### src/rtl/slc3_test_top_if.sv
// Board-side pin bundle of the SLC-3 fetch test top: pushbuttons, switches, LEDs and 7-segment digits.
// The DUT takes the slave view; a board model or bench drives the master view.
interface slc3_test_top_if;
    logic       Run;
    logic       Continue;
    logic [9:0] SW;
    logic [9:0] LED;
    logic [6:0] HEX0;
    logic [6:0] HEX1;
    logic [6:0] HEX2;
    logic [6:0] HEX3;
    logic [6:0] HEX4;
    logic [6:0] HEX5;

    modport master (
        output Run, Continue, SW,
        input  LED, HEX0, HEX1, HEX2, HEX3, HEX4, HEX5
    );

    modport slave (
        input  Run, Continue, SW,
        output LED, HEX0, HEX1, HEX2, HEX3, HEX4, HEX5
    );
endinterface

### src/rtl/slc3_test_top.sv
// SLC-3 checkpoint-1 board top: fetch-only datapath stepping one instruction per Continue press,
// showing IR/PC on the 7-segment digits and HALT/PAUSE/MAR on the LEDs.
module slc3_test_top #(
    parameter int ADDR_W = 8
) (
    input logic          Clk,
    slc3_test_top_if.slave bus
);
    localparam int DEPTH = 2 ** ADDR_W;

    typedef enum logic [2:0] {
        S_HALT,
        S_F1,
        S_F2,
        S_F3,
        S_F4,
        S_PAUSE
    } state_e;

    // Holding both buttons together is the board's only reset source.
    logic rst_n;
    assign rst_n = bus.Run | bus.Continue;

    logic run_s1_q, run_s2_q, run_prev_q;
    logic cont_s1_q, cont_s2_q, cont_prev_q;
    logic run_press, cont_press;

    // NOTE: sequential state uses non-blocking assignments so every flop samples pre-edge values.
    always_ff @(posedge Clk or negedge rst_n) begin
        if (!rst_n) begin
            run_s1_q    <= 1'b1;
            run_s2_q    <= 1'b1;
            run_prev_q  <= 1'b1;
            cont_s1_q   <= 1'b1;
            cont_s2_q   <= 1'b1;
            cont_prev_q <= 1'b1;
        end else begin
            run_s1_q    <= bus.Run;
            run_s2_q    <= run_s1_q;
            run_prev_q  <= run_s2_q;
            cont_s1_q   <= bus.Continue;
            cont_s2_q   <= cont_s1_q;
            cont_prev_q <= cont_s2_q;
        end
    end

    assign run_press  = run_prev_q & ~run_s2_q;
    assign cont_press = cont_prev_q & ~cont_s2_q;

    logic [15:0] rom [DEPTH];
    logic [15:0] rom_q;

    for (genvar g = 0; g < DEPTH; g++) begin : g_rom
        assign rom[g] = {~8'(g), 8'(g)};
    end

    logic [15:0] mar_q;

    // NOTE: the memory read register carries no reset so it maps onto a block-RAM output port.
    always_ff @(posedge Clk) begin
        rom_q <= rom[mar_q[ADDR_W-1:0]];
    end

    state_e      state_q, state_d;
    logic [15:0] pc_q, pc_d;
    logic [15:0] mar_d;
    logic [15:0] mdr_q, mdr_d;
    logic [15:0] ir_q, ir_d;

    always_ff @(posedge Clk or negedge rst_n) begin
        if (!rst_n) begin
            state_q <= S_HALT;
            pc_q    <= '0;
            mar_q   <= '0;
            mdr_q   <= '0;
            ir_q    <= '0;
        end else begin
            state_q <= state_d;
            pc_q    <= pc_d;
            mar_q   <= mar_d;
            mdr_q   <= mdr_d;
            ir_q    <= ir_d;
        end
    end

    // NOTE: every always_comb output gets a default first so no path leaves a latch behind.
    always_comb begin
        state_d = state_q;
        pc_d    = pc_q;
        mar_d   = mar_q;
        mdr_d   = mdr_q;
        ir_d    = ir_q;
        unique case (state_q)
            S_HALT: begin
                if (run_press) begin
                    pc_d    = {6'b0, bus.SW};
                    state_d = S_F1;
                end
            end
            S_F1: begin
                mar_d   = pc_q;
                pc_d    = pc_q + 16'd1;
                state_d = S_F2;
            end
            S_F2: state_d = S_F3;
            S_F3: begin
                mdr_d   = rom_q;
                state_d = S_F4;
            end
            S_F4: begin
                ir_d    = mdr_q;
                state_d = S_PAUSE;
            end
            S_PAUSE: begin
                if (cont_press) state_d = S_F1;
            end
            default: state_d = S_HALT;
        endcase
    end

    function automatic logic [6:0] hex7(input logic [3:0] d);
        logic [6:0] seg;
        case (d)
            4'h0: seg = 7'h40;
            4'h1: seg = 7'h79;
            4'h2: seg = 7'h24;
            4'h3: seg = 7'h30;
            4'h4: seg = 7'h19;
            4'h5: seg = 7'h12;
            4'h6: seg = 7'h02;
            4'h7: seg = 7'h78;
            4'h8: seg = 7'h00;
            4'h9: seg = 7'h10;
            4'hA: seg = 7'h08;
            4'hB: seg = 7'h03;
            4'hC: seg = 7'h46;
            4'hD: seg = 7'h21;
            4'hE: seg = 7'h06;
            default: seg = 7'h0E;
        endcase
        return seg;
    endfunction

    assign bus.LED  = {state_q == S_HALT, state_q == S_PAUSE, mar_q[7:0]};
    assign bus.HEX0 = hex7(ir_q[3:0]);
    assign bus.HEX1 = hex7(ir_q[7:4]);
    assign bus.HEX2 = hex7(ir_q[11:8]);
    assign bus.HEX3 = hex7(ir_q[15:12]);
    assign bus.HEX4 = hex7(pc_q[3:0]);
    assign bus.HEX5 = hex7(pc_q[7:4]);

    // Upper MAR bits only matter as a full 16-bit address; the board shows the low byte.
    logic unused_mar_hi;
    assign unused_mar_hi = |mar_q[15:8];
endmodule

### src/flat_wrapper.sv
// flat-port wrapper written by rule: the top's interface ports become plain ports
module slc3_test_top_flat 
#(
    parameter int ADDR_W = 8
)
  (Clk, bus_Run, bus_Continue, bus_SW, bus_LED, bus_HEX0, bus_HEX1, bus_HEX2, bus_HEX3, bus_HEX4, bus_HEX5);
  slc3_test_top_if bus_i ();
  input logic Clk;
  input wire logic [$bits(bus_i.Run)-1:0] bus_Run;
  input wire logic [$bits(bus_i.Continue)-1:0] bus_Continue;
  input wire logic [$bits(bus_i.SW)-1:0] bus_SW;
  output wire logic [$bits(bus_i.LED)-1:0] bus_LED;
  output wire logic [$bits(bus_i.HEX0)-1:0] bus_HEX0;
  output wire logic [$bits(bus_i.HEX1)-1:0] bus_HEX1;
  output wire logic [$bits(bus_i.HEX2)-1:0] bus_HEX2;
  output wire logic [$bits(bus_i.HEX3)-1:0] bus_HEX3;
  output wire logic [$bits(bus_i.HEX4)-1:0] bus_HEX4;
  output wire logic [$bits(bus_i.HEX5)-1:0] bus_HEX5;
  assign bus_i.Run = bus_Run;
  assign bus_i.Continue = bus_Continue;
  assign bus_i.SW = bus_SW;
  assign bus_LED = bus_i.LED;
  assign bus_HEX0 = bus_i.HEX0;
  assign bus_HEX1 = bus_i.HEX1;
  assign bus_HEX2 = bus_i.HEX2;
  assign bus_HEX3 = bus_i.HEX3;
  assign bus_HEX4 = bus_i.HEX4;
  assign bus_HEX5 = bus_i.HEX5;
  slc3_test_top #(.ADDR_W(ADDR_W)) u_core (.Clk(Clk), .bus(bus_i));
endmodule
### config.mk
export PLATFORM = sky130hd
export DESIGN_NAME = slc3_test_top_flat
export DESIGN_NICKNAME = d
export VERILOG_FILES = /design/src/rtl/slc3_test_top_if.sv /design/src/rtl/slc3_test_top.sv /design/src/flat_wrapper.sv
export SDC_FILE = /design/constraint.sdc
export NUM_CORES = 1
export LEC_CHECK = 0
export ABC_AREA = 1
export BUFFER_PORTS_ARGS = -buffer_cell sky130_fd_sc_hd__buf_2
export CELL_PAD_IN_SITES_DETAIL_PLACEMENT = 1
export CELL_PAD_IN_SITES_GLOBAL_PLACEMENT = 1
export CORE_UTILIZATION = 35
export CTS_BUF_LIST = sky130_fd_sc_hd__clkbuf_8
export DETAILED_ROUTE_END_ITERATION = 16
export MAX_ROUTING_LAYER = met4
export PLACE_DENSITY = 0.74
export SLEW_MARGIN = 20
export SYNTH_ARGS = -nofsm -noshare
export SYNTH_HDL_FRONTEND = slang
export SYNTH_SLANG_ARGS = --single-unit
### constraint.sdc
create_clock -name Clk -period 1.85 [get_ports Clk]
set_input_delay 0.185 -clock Clk [delete_from_list [all_inputs] [get_ports Clk]]
set_output_delay 0.185 -clock Clk [all_outputs]
set_load 0.02 [all_outputs]
==> summary.md, run 1 <==
| Metric | Value |
|---|---|
| CORE AREA | 0.0110 mm² |
| RSZ-0062 raised after global routing | true |
| Initial core utilization | a little over a third |
| Max-cap violations | 0 |
| Vias per cell | approximately 5.0 |
| Least-Margin Pin Slew | 0.405 ns |
| CP Data Arrival Time | between 1.5 and 2 ns |
| DR DRC count | 0 |
| Global-route wire length before repair | 17300 µm |
| Tmin final | between 1.5 and 2 ns |
| Inserted Diodes | 0 |
| H-Tree Depth | 3 |
| EDFF count, synth | 0 |
| WL per Instance | between 10 and 15 µm |
| Critical Path RT | 1.66 ns |
| CTS tree | done |
| Die height | 109 µm |
| Mapped Area | 0.00402 mm² |
| Vias in the first global route | roughly 3600 |
| Post-synthesis cell count | 477 |
| Post-synth top flop | dfrtp_1 |
| GR Util All Layers | 19.0% |
| Final wirelength | 10700 µm |
| Root buf cell | clkbuf_8 |
| Clock skew | 0.00685 ns |
| Synth cell types | 37 |
| Antenna violations before repair | 0 |
| PortBufs | 62 |
| Setup TNS | 0 ns |
| Cell Chain, Critical Path | inv_2 -> ha_4 -> a21oi_4 -> buf_4 -> a21oi_1 -> buf_4 |
| Largest net degree at the start of global routing | 58 |
| Max-Slew Margin vs Limit | 72.9% |
| Hold crit path type | in -> reg |
| Placed wire-length estimate | 7310 µm |
| Longest Clk Path Bufs | 2 |
| Syn nets | 531 |
| Top Family by Delay on Critical Path | flip-flops |
| DRT Pass-1 Iters | 4 |
| #FFs+latches synth | 73 |
| Worst-Skew Late Latency | 0.35 ns |
| Die ar. | 0.0119 mm² |
| Seq/Total Area, Yosys | between 40 and 50% |
| Iteration-0 DRC Markers | 203 |
| I/O pins | 65 |
| Fin area | 0.00526 mm² |
| Most frequent cell on the critical path | buf_4 |
| Crit start category | flop |
| CTS Buf Count | 9 |
| Avg Inst Size Synth | between 8 and 9 µm² |
| Layout area overhead | 30.9% |
| Antenna Nets Post-Route | 0 |
| Setup violators final | 0 |
| Dpl cell area | 0.00450 mm² |
| Total gr overflow | 0 |
| Slew Limit Fails | 0 |
| Synth warnings | 0 |
| Status | complete, no violations |
| TritonCTS Sinks | 73 |
| Ys async rst share | 78.1% |
| Layout cells sized above 1 | 35.1% |
| Via count | about 3600 |
| Worst Path Class, Setup | reg -> out |
| Reg clk slew, reported paths | 0.07 ns |
| FP Rows | 38 |
| Fmax achieved | 545 MHz |
| Worst path slowest cell | dfrtp_1 |
| CP Capture Type | output pin |
| Period utilization | between 90% and 100% |
| Final hold vios | 0 |
| Critical path buffers and inverters | 3 |
| Die span in x | around 110 µm |
| CP Max Fanout | 3 |
| Final Wtd Congestion | around 0.85 |
| CP peak stage delay | 0.44 ns |
| Final nets | 631 |
-- state kept, by name, indices dropped and copies added (netlist names) --
register            count
u_core.cont_prev_q      1
u_core.cont_s1_q        1
u_core.cont_s2_q        1
u_core.ir_q            16
u_core.mar_q            8
u_core.mdr_q           16
u_core.pc_q             8
u_core.rom_q           16
u_core.run_prev_q       1
u_core.run_s1_q         1
u_core.run_s2_q         1
u_core.state_q          3
-- stage by stage --
step	std cells	util [%]	hold WS, ns	setup slack, ns
2_1_floorplan	477	-	0.189	0.154
3_3_place_gp	671	40.8	0.297	0.225
3_5_place_dp	671	40.8	0.300	0.222
4_1_cts	707	44.5	0.0806	0.00311
5_1_grt	721	47.7	0.0967	-0.0491
6_report	721	47.7	0.0955	0.0152
-- cells in the mapped netlist, types with 3 or more instances --
cell | count | area share [%]
nand2_1 | 89 | 8.3
inv_1 | 48 | 4.5
buf_2 | 9 | 1.1
o31ai_1 | 3 | 0.56
o22ai_1 | 5 | 0.78
ha_1 | 41 | 13
dfstp_2 | 6 | 3.9
a21oi_1 | 33 | 4.1
dfrtp_1 | 51 | 32
nor2_1 | 57 | 5.3
mux2_1 | 7 | 2.0
o211ai_1 | 3 | 0.56
dfxtp_1 | 16 | 8.0
mux2_2 | 9 | 2.5
clkbuf_1 | 7 | 0.65
o21ai_0 | 40 | 5.0
nand3_1 | 31 | 3.9
-- final timing paths --
path	start	to	slack, ns	cells past startpoint
max	u_core.ir_q[8]	bus_HEX2[1]	0.02	6
min	bus_SW[1]	u_core.pc_q[1]	0.1	3
max reg2reg	u_core.state_q[1]	u_core.pc_q[0]	0.29	7
min reg2reg	u_core.cont_s1_q	u_core.cont_s2_q	0.36	0
max in group asynchronous	bus_Run	u_core.cont_prev_q	1.07	4
min in group asynchronous	bus_Continue	u_core.pc_q[3]	0.47	4
-- layout make-up --
cell class	instances	area, µm²
Sequential cell	73	1770
Clock inverter	4	51.3
Fill cell	1364	5770
Multi-Input combinational cell	335	2170
Clock buffer	11	151
Tap cell	140	175
Timing Repair Buffer	108	739
Inverter	50	203
-- tightest hold or removal path: stages --
cell and delay [ns]:
buf_2 0.08, o22ai_1 0.07, nor2_1 0.08
-- cell families (layout without fill, tap and decap cells) --
group	Yosys count	in the layout	synth area share, %
simple gates	184	184	18.9
compound gates	94	94	13.0
flops	73	73	43.6
buf+inv	69	173	7.13
fa+ha+maj	41	41	12.8
mux	16	16	4.48
-- timing repair --
action | 4_1_cts | 5_1_grt
resized for setup | 26 | 80
setup endpoints to repair | 23 | 30
hold endpoints to repair | 53 | 0
setup buffers | 19 | 14
hold buffers | 2 | 0
pin swaps | 1 | 14
-- cells in the final DEF, fill, tap and decap left out, types with 2 or more instances in the layout --
cell,count
nand3_2,2
dfxtp_1,16
o21ai_0,28
inv_1,32
dlygate4sd3_1,2
dfstp_2,6
mux2_2,9
o31ai_1,3
mux2_1,7
ha_1,25
buf_4,52
o21ai_2,2
a21oi_1,27
a21oi_2,5
nand2_1,82
nor2_1,57
dfrtp_2,9
buf_6,7
o21ai_1,10
o211ai_1,3
ha_2,9
inv_4,3
clkinvlp_4,3
inv_2,13
nand2_2,8
clkbuf_8,11
nand3_1,30
o22ai_1,4
buf_2,46
ha_4,7
dfrtp_1,42
-- routing by layer --
| metal | track usage [%] | share of wire [%] |
|---|---|---|
| met1 | 21.1 | 42 |
| met2 | 34.3 | 54 |
| met3 | 3.59 | 3.1 |
| met4 | 5.41 | 1.3 |
| met5 | - | 0 |
Power of run 1 is left out: the tool's default activity adds up to more than one toggle a clock period on the data nets, which glitch-free logic cannot reach.
==> run 2: changes to the inputs <==
--- a/config.mk
+++ b/config.mk
@@ -5,7 +5,6 @@
 export SDC_FILE = /design/constraint.sdc
 export NUM_CORES = 1
 export LEC_CHECK = 0
-export ABC_AREA = 1
 export BUFFER_PORTS_ARGS = -buffer_cell sky130_fd_sc_hd__buf_2
 export CELL_PAD_IN_SITES_DETAIL_PLACEMENT = 1
 export CELL_PAD_IN_SITES_GLOBAL_PLACEMENT = 1
@@ -13,7 +12,7 @@
 export CTS_BUF_LIST = sky130_fd_sc_hd__clkbuf_8
 export DETAILED_ROUTE_END_ITERATION = 16
 export MAX_ROUTING_LAYER = met4
-export PLACE_DENSITY = 0.74
+export PLACE_DENSITY = 0.71
 export SLEW_MARGIN = 20
 export SYNTH_ARGS = -nofsm -noshare
 export SYNTH_HDL_FRONTEND = slang
==> run 2 against run 1 <==
  * The flow now finishes with violations (setup timing)
  * Synthesized cell count fell by 17%
  * Critical path depth is 1 lower
  * Non-clock buffer count up 29
  * Core utilization up 4.6 points
  * Setup slack worse by 0.14 ns
  * Flip-flop and latch count is the same
  * Maximum frequency shrank 7.1%
  * Clock-buffer cell count fell by 2
  * Final area increased by 14%
  * Register-to-register slack got worse by 0.10 ns
  * Cell count is 7.2% lower
  * Critical endpoint is now bus_HEX4[3]
==> summary.md, run 2 <==
| Metric | Value |
|---|---|
| Status | complete, but fails checks (was complete, no violations) |
| Failing checks | setup timing |
| Worst Path Class, Setup | reg -> out (unchanged) |
| Vias per cell | 5.01 (was 4.96) |
| # fillers | 1234 (was 1364) |
| Synth cell types | 47 (was 37) |
| Setup violators final | 9 (was 0) |
| DRT Pass-1 Iters | 4 (unchanged) |
| Final Util | 52.3% (was 47.7%) |
| Top cells by count, synth | dfrtp_1 (51), ha_1 (41), o21ai_0 (38) (was nand2_1 (89), nor2_1 (57), dfrtp_1 (51)) |
| Post-synthesis cell count | 395 (was 477) |
| Antenna violations before repair | 0 (unchanged) |
| Least-Margin Pin Slew | 0.523 ns (was 0.405 ns) |
| Most frequent cell on the critical path | inv_2 (was buf_4) |
| Commonest non-fill, non-tap cells in the layout | buf_4 (64), buf_2 (38), dfrtp_1 (38) (was nand2_1 (82), nor2_1 (57), buf_4 (52)) |
| Tmin final | 1.97 ns (was 1.83 ns) |
| HP Start | bus_SW[4] (was bus_SW[1]) |
| Root buf cell | clkbuf_8 (unchanged) |
| Critical Path RT | 1.66 ns (about the same) |
| Inst Count DP | 600 (was 671) |
| FP Rows | 39 (was 38) |
| Die height | 111 µm (was 109 µm) |
| CORE AREA | 0.0115 mm² (was 0.0110 mm²) |
| Inserted Diodes | 0 (unchanged) |
| Worst Slack Setup Final | -0.124 ns (was 0.0152 ns) |
| Worst-Skew Late Latency | 0.35 ns (about the same) |
| Mapped Area | 0.00414 mm² (was 0.00402 mm²) |
| PwrDens | roughly 2100 mW/mm² |
| Reg-to-Reg Start | u_core.run_prev_q (was u_core.state_q[1]) |
| Comb power frac | roughly 64% |
| CTS Buf Count | 9 (unchanged) |
| Area contributors post-synth | dfrtp_1 (31%), ha_1 (12%), mux2_2 (8.2%), dfxtp_1 (7.7%), mux2i_1 (5.8%) (was dfrtp_1 (32%), ha_1 (13%), nand2_1 (8.3%), dfxtp_1 (8.0%), nor2_1 (5.3%)) |
| Max-cap violations | 0 (unchanged) |
| Peak VDD IR | ~1.2 mV |
| Most frequent cell after synthesis | dfrtp_1 (was nand2_1) |
| Iteration-0 DRC Markers | 109 (was 203) |
| Layout area overhead | 44.7% (was 30.9%) |
| Post-route insts no fill | 669 (was 721) |
| H-Tree Depth | 3 (unchanged) |
| Die ar. | 0.0123 mm² (was 0.0119 mm²) |
| Sequential power share | 24.9% |
| TritonCTS Sinks | 73 (unchanged) |
| WL per Instance | 16.7 µm (was 14.9 µm) |
| Vias in the first global route | 3554 (was 3644) |
| Syn nets | 449 (was 531) |
| Post-synth top flop | dfrtp_1 (unchanged) |
| Hold crit path type | in -> reg (unchanged) |
| Share of the synthesized area in the top cell type | 30.8% (was 31.8%) |
| Internal | around 7 mW |
| Slew Limit Fails | 0 (unchanged) |
| CP Capture Type | output pin (unchanged) |
| Largest registers | u_core.ir_q x16, u_core.mdr_q x16, u_core.rom_q x16 (unchanged) |
| Layout cells sized above 1 | 53.0% (was 35.1%) |
| Avg Inst Size Synth | 10.5 µm² (was 8.43 µm²) |
| Longest Clk Path Bufs | 2 (unchanged) |
| Final wirelength | 11200 µm (was 10700 µm) |
| Register area | 0.00177 mm² (about the same) |
| Worst path slowest cell | mux4_2 (was dfrtp_1) |
| EDFF count, synth | 0 (unchanged) |
| PortBufs | 62 (unchanged) |
| Ys async rst share | 78.1% (unchanged) |
| Final nets | 575 (was 631) |
| Final Wtd Congestion | 0.809 (was 0.852) |
| Clock skew | 0.0147 ns (was 0.00685 ns) |
| Final hold vios | 0 (unchanged) |
| NetSw | 5.56 mW |
| Total gr overflow | 0 (unchanged) |
| Cell Chain, Critical Path | inv_2 -> ha_4 -> inv_2 -> mux4_2 -> buf_6 (was inv_2 -> ha_4 -> a21oi_4 -> buf_4 -> a21oi_1 -> buf_4) |
| Antenna Nets Post-Route | 0 (unchanged) |
| Most common cell after layout, fill and taps aside | buf_4 (was nand2_1) |
| Seq/Total Area, Yosys | 42.4% (was 43.6%) |
| Multi-input combinational cell area | 0.00262 mm² (was 0.00217 mm²) |
| Worst setup path start | u_core.pc_q[1] (was u_core.ir_q[8]) |
| Period utilization | 107% (was 99.2%) |
| RSZ-0062 raised after global routing | true (unchanged) |
| PnR Total Power | 12.7 mW |
| GR Util All Layers | 18.4% (was 19.0%) |
| I/O pins | 65 (unchanged) |
| Max-Slew Margin vs Limit | 65.2% (was 72.9%) |
| Synth area leader | dfrtp_1 (unchanged) |
| Leakage power | between 2 and 3 nW |
| CP peak stage delay | 0.47 ns (was 0.44 ns) |
| Placed wire-length estimate | 6890 µm (was 7310 µm) |
| Via count | 3353 (was 3577) |
| Die span in x | 111 µm (was 109 µm) |
| CP Max Fanout | 4 (was 3) |
| Initial core utilization | 36.1% (was 36.4%) |
| #FFs+latches synth | 73 (unchanged) |
| Sw Ratio | 43.8% |
| Reg clk slew, reported paths | 0.08 ns (was 0.07 ns) |
| DR DRC count | 0 (unchanged) |
| Crit start category | flop (unchanged) |
| Largest net degree at the start of global routing | 58 (unchanged) |
| Global-route wire length before repair | 17900 µm (was 17300 µm) |
| Fmax achieved | 507 MHz (was 545 MHz) |
| Synth warnings | 0 (unchanged) |
| CTS tree | done (unchanged) |
| CP Data Arrival Time | 1.79 ns (was 1.65 ns) |
| Clock share of power | 10.7% |
[run 2: cell count changes after synthesis, moves of 21 or more]
| cell | change |
|---|---|
| a21oi_1 | -22 |
| nor2_1 | -40 |
| nand2_1 | -54 |
| nand3_1 | -28 |
| mux2i_1 | +24 |
| mux2_2 | +21 |
[run 2: worst paths after layout]
path | end | slack, ns | cells past startpoint
max | bus_HEX4[3] | -0.12 | 5
min | u_core.pc_q[4] | 0.05 | 2
max reg2reg | u_core.pc_q[3] | 0.19 | 4
min reg2reg | u_core.cont_s2_q | 0.36 | 0
max in group asynchronous | u_core.pc_q[1] | 1.08 | 4
min in group asynchronous | u_core.mdr_q[2] | 0.47 | 4
[run 2: layout make-up]
class	instances	area share, %
multi-input combinational	269	43.7
inverter	31	2.23
tap	143	2.98
clock buffer	9	2.07
timing repair buffer	137	18.0
clock inverter	7	1.48
sequential	73	29.5
[run 2: repair_timing]
item,in CTS,in global routing
hold buffers,2,0
endpoints found under the hold margin,53,0
gates resized for setup,97,89
setup buffers,33,18
pin swaps,9,18
endpoints found under the setup margin,36,35
[run 2: per-layer routing]
layer  global-route usage, %  part of all wire (%)
met1                    21.9                    44
met2                    32.4                    53
met3                    2.73                   2.3
met4                    4.53                  0.52
met5                       -                     0
[run 2: metrics by stage]
stage          hold WS, ns  setup TNS, ns  cell area, µm²  setup WS (ns)
2_1_floorplan        0.189              0            4140          0.130
3_3_place_gp         0.298              0            4720          0.147
3_5_place_dp         0.302              0            4720         0.0525
4_1_cts             0.0380         -0.494            5550         -0.112
5_1_grt             0.0443          -1.76            5990         -0.171
6_report            0.0515         -0.547            5990         -0.124
[run 2: cell families (layout without fill, tap and decap cells)]
family	count (synthesis)	in the layout	share of synthesized area, %
AO/OA/AOI/OAI	81	81	12.1
XOR/XNOR	1	1	0.212
flip-flops	73	73	42.4
adder cells (fa/ha/maj)	41	41	12.4
buffers and inverters	53	184	5.26
multiplexers	60	60	17.2
AND/OR/NAND/NOR	86	86	10.4
[run 2: worst max-delay path, delay by kind of cell (launching register included)]
family                   cells  cell delay (ns)
flip-flops                   1             0.41
adder cells (fa/ha/maj)      1             0.28
multiplexers                 1             0.47
buffers and inverters        3             0.29
[run 2: power by group through the flow]
| stage | logic (mW) | registers, mW | clock network [mW] |
|---|---|---|---|
| after global placement | 5.57 | 3.04 | 0 |
| final | 8.17 | 3.16 | 1.36 |
| after detailed placement | 5.77 | 3.10 | 0 |
| after CTS | 7.05 | 3.09 | 1.38 |
| after floorplan | 4.18 | 2.79 | 0 |
| after global routing | 8.81 | 3.29 | 1.45 |
No activity file was read; power rests on OpenSTA's default activity.
==> run 3: changes to the inputs <==
--- a/config.mk
+++ b/config.mk
@@ -11,6 +11,7 @@
 export CORE_UTILIZATION = 35
 export CTS_BUF_LIST = sky130_fd_sc_hd__clkbuf_8
 export DETAILED_ROUTE_END_ITERATION = 16
+export GPL_TIMING_DRIVEN = 0
 export MAX_ROUTING_LAYER = met4
 export PLACE_DENSITY = 0.71
 export SLEW_MARGIN = 20
==> run 3 against run 2 <==
  * Final area grew 0.73%
  * Hold slack lost 0.0013 ns
  * Critical endpoint unchanged
  * Global-route usage grew 1.4 points
  * Critical path type unchanged
  * The flow still finishes with violations (setup timing)
  * Cell count grew 1.6%
  * Non-clock buffer count grew 11
==> summary.md, run 3 (synthesized netlist as in run 2, its figures left out) <==
| Metric | Value |
|---|---|
| Peak VDD IR | 1.21 mV (was 1.15 mV) |
| Global-route wire length before repair | 19100 µm (was 17900 µm) |
| Most common cell after layout, fill and taps aside | buf_4 (unchanged) |
| Crit start category | flop (unchanged) |
| Worst R2R Path Depth | 5 (was 4) |
| Largest registers | u_core.ir_q x16, u_core.mdr_q x16, u_core.rom_q x16 (unchanged) |
| Via count | 3474 (was 3353) |
| Max-cap violations | 0 (unchanged) |
| R2r setup slk | 0.06 ns (was 0.19 ns) |
| Sw Ratio | 43.4% (was 43.8%) |
| Worst-Skew Late Latency | 0.35 ns (about the same) |
| H-Tree Depth | 3 (unchanged) |
| Die span in x | 111 µm (unchanged) |
| NetSw | 5.66 mW (was 5.56 mW) |
| CORE AREA | 0.0115 mm² (unchanged) |
| Setup violators final | 11 (was 9) |
| I/O pins | 65 (unchanged) |
| CTS Buf Count | 9 (unchanged) |
| Layout cells sized above 1 | 52.7% (was 53.0%) |
| Root buf cell | clkbuf_8 (unchanged) |
| Die ar. | 0.0123 mm² (unchanged) |
| Placed wire-length estimate | 7010 µm (was 6890 µm) |
| Status | complete, but fails checks (unchanged) |
| Antenna violations before repair | 0 (unchanged) |
| Comb power frac | 66.0% (was 64.4%) |
| CP peak stage delay | 0.47 ns (about the same) |
| GR Util All Layers | 19.8% (was 18.4%) |
| Iteration-0 DRC Markers | 143 (was 109) |
| Failing checks | setup timing (unchanged) |
| Final Util | 52.7% (was 52.3%) |
| Final hold vios | 0 (unchanged) |
| Largest net degree at the start of global routing | 58 (unchanged) |
| Vias in the first global route | 3765 (was 3554) |
| Critical Path RT | 1.66 ns (about the same) |
| Sequential power share | 22.2% (was 24.9%) |
| Final wirelength | 11900 µm (was 11200 µm) |
| Worst reg2reg path endpoint | u_core.ir_q[11] (was u_core.pc_q[3]) |
| TritonCTS Sinks | 73 (unchanged) |
| Critical path buffers and inverters | 2 (was 3) |
| Worst Slack Setup Final | -0.112 ns (was -0.124 ns) |
| Least-Margin Pin Slew | 0.811 ns (was 0.523 ns) |
| Longest Clk Path Bufs | 2 (unchanged) |
| Die height | 111 µm (unchanged) |
| Top Family by Delay on Critical Path | multiplexers (unchanged) |
| Max-Slew Margin vs Limit | 46.0% (was 65.2%) |
| CTS tree | done (unchanged) |
| FP Rows | 39 (unchanged) |
| CP Max Fanout | 7 (was 4) |
| Fmax achieved | 510 MHz (was 507 MHz) |
| Initial core utilization | 36.1% (unchanged) |
| Slew Limit Fails | 0 (unchanged) |
| Inserted Diodes | 0 (unchanged) |
| Clock share of power | 11.7% (was 10.7%) |
| HP Start | bus_SW[4] (unchanged) |
| Internal | 7.37 mW (was 7.13 mW) |
| Worst path slowest cell | mux4_2 (unchanged) |
| Pre-CTS setup slack | -0.148 ns (was 0.0525 ns) |
| Cell Chain, Critical Path | buf_4 -> ha_4 -> mux4_2 -> buf_6 (was inv_2 -> ha_4 -> inv_2 -> mux4_2 -> buf_6) |
| Period utilization | 106% (was 107%) |
| Hold Path End | u_core.pc_q[4] (unchanged) |
| Leakage power | 2.71 nW (was 2.66 nW) |
| CP Capture Type | output pin (unchanged) |
| Final nets | 586 (was 575) |
| Final Wtd Congestion | 0.805 (was 0.809) |
| Vias per cell | 5.11 (was 5.01) |
| CP Data Arrival Time | 1.78 ns (was 1.79 ns) |
| Commonest non-fill, non-tap cells in the layout | buf_4 (62), buf_2 (39), dfrtp_1 (39) (was buf_4 (64), buf_2 (38), dfrtp_1 (38)) |
| Hold crit path type | in -> reg (unchanged) |
| Reg-to-Reg Start | u_core.state_q[1] (was u_core.run_prev_q) |
| Worst Path Class, Setup | reg -> out (unchanged) |
| Tmin final | 1.96 ns (was 1.97 ns) |
| PortBufs | 62 (unchanged) |
| Min-Delay Path Depth | 2 (unchanged) |
| DRT Pass-1 Iters | 4 (unchanged) |
| DR DRC count | 0 (unchanged) |
| Clock skew | 0.0106 ns (was 0.0147 ns) |
| Layout area overhead | 45.8% (was 44.7%) |
| Total gr overflow | 0 (unchanged) |
| WL per Instance | 17.6 µm (was 16.7 µm) |
| RSZ-0062 raised after global routing | true (unchanged) |
| Reg clk slew, reported paths | 0.08 ns (about the same) |
| PwrDens | 2160 mW/mm² (was 2120 mW/mm²) |
| Antenna Nets Post-Route | 0 (unchanged) |
run 3: changes by cell type in the layout (fill, tap and decap cells not counted), moves of 3 or more:
| cell | previous run | this run |
|---|---|---|
| inv_2 | 12 | 7 |
| clkbuf_4 | 0 | 4 |
| ha_4 | 23 | 19 |
| clkbuf_1 | 0 | 3 |
| clkbuf_2 | 0 | 3 |
| ha_1 | 13 | 16 |
| inv_4 | 7 | 10 |
run 3: what timing repair did:
action                                  CTS  global route
gates resized for setup                 120            86
hold endpoints to repair                  2             0
pin swaps                                 9            15
endpoints found under the setup margin   44            42
hold buffers                              2             0
setup buffers                            49            14
run 3: routing by layer:
layer | vias to the layer above | routed length [µm] | track usage (%) | part of all wire [%]
li1 | 1647 | - | - | -
met1 | 1755 | 5240 | 22.8 | 44
met2 | 58 | 6280 | 35.4 | 53
met3 | 14 | 258 | 2.79 | 2.2
met4 | 0 | 159 | 6.22 | 1.3
met5 | - | 0 | - | 0
run 3: through the flow:
stage,total power [mW],hold slack [ns],setup TNS (ns),instances,instance area [µm²]
5_1_grt,13.8,0.0553,-1.68,680,6040
4_1_cts,12.0,0.0378,-0.611,666,5690
6_report,13.0,0.0502,-0.669,680,6040
3_5_place_dp,8.73,0.303,-0.398,600,4630
3_3_place_gp,8.48,0.297,-0.313,600,4630
2_1_floorplan,6.97,0.189,0,395,4140
run 3: area by class of cell:
type | instances | area, µm²
buffer | 21 | 138
clock buffer | 10 | 138
clock inverter | 6 | 108
fill | 1226 | 5430
inverter | 31 | 146
multi-input combinational | 269 | 2550
sequential | 73 | 1770
tap | 143 | 179
timing repair buffer | 127 | 1010
run 3: power groups by stage:
stage                     combinational, mW  sequential, mW  clock, mW
after floorplan                        4.18            2.79          0
after global placement                 5.63            2.85          0
after detailed placement               5.83            2.90          0
after CTS                              7.58            2.84       1.55
after global routing                   9.25            2.97       1.62
final                                  8.60            2.89       1.53
run 3: worst max-delay path by stage:
stage | start | endpoint | slack [ns] | cells past startpoint
3_3_place_gp | u_core.pc_q[4] | bus_HEX5[3] | -0.15 | 5
5_1_grt | u_core.pc_q[4] | bus_HEX5[4] | -0.18 | 6
2_1_floorplan | u_core.pc_q[4] | bus_HEX5[3] | 0.13 | 4
6_report | u_core.pc_q[1] | bus_HEX4[3] | -0.11 | 4
3_5_place_dp | u_core.pc_q[4] | bus_HEX5[3] | -0.15 | 5
4_1_cts | u_core.pc_q[4] | bus_HEX5[3] | -0.12 | 5
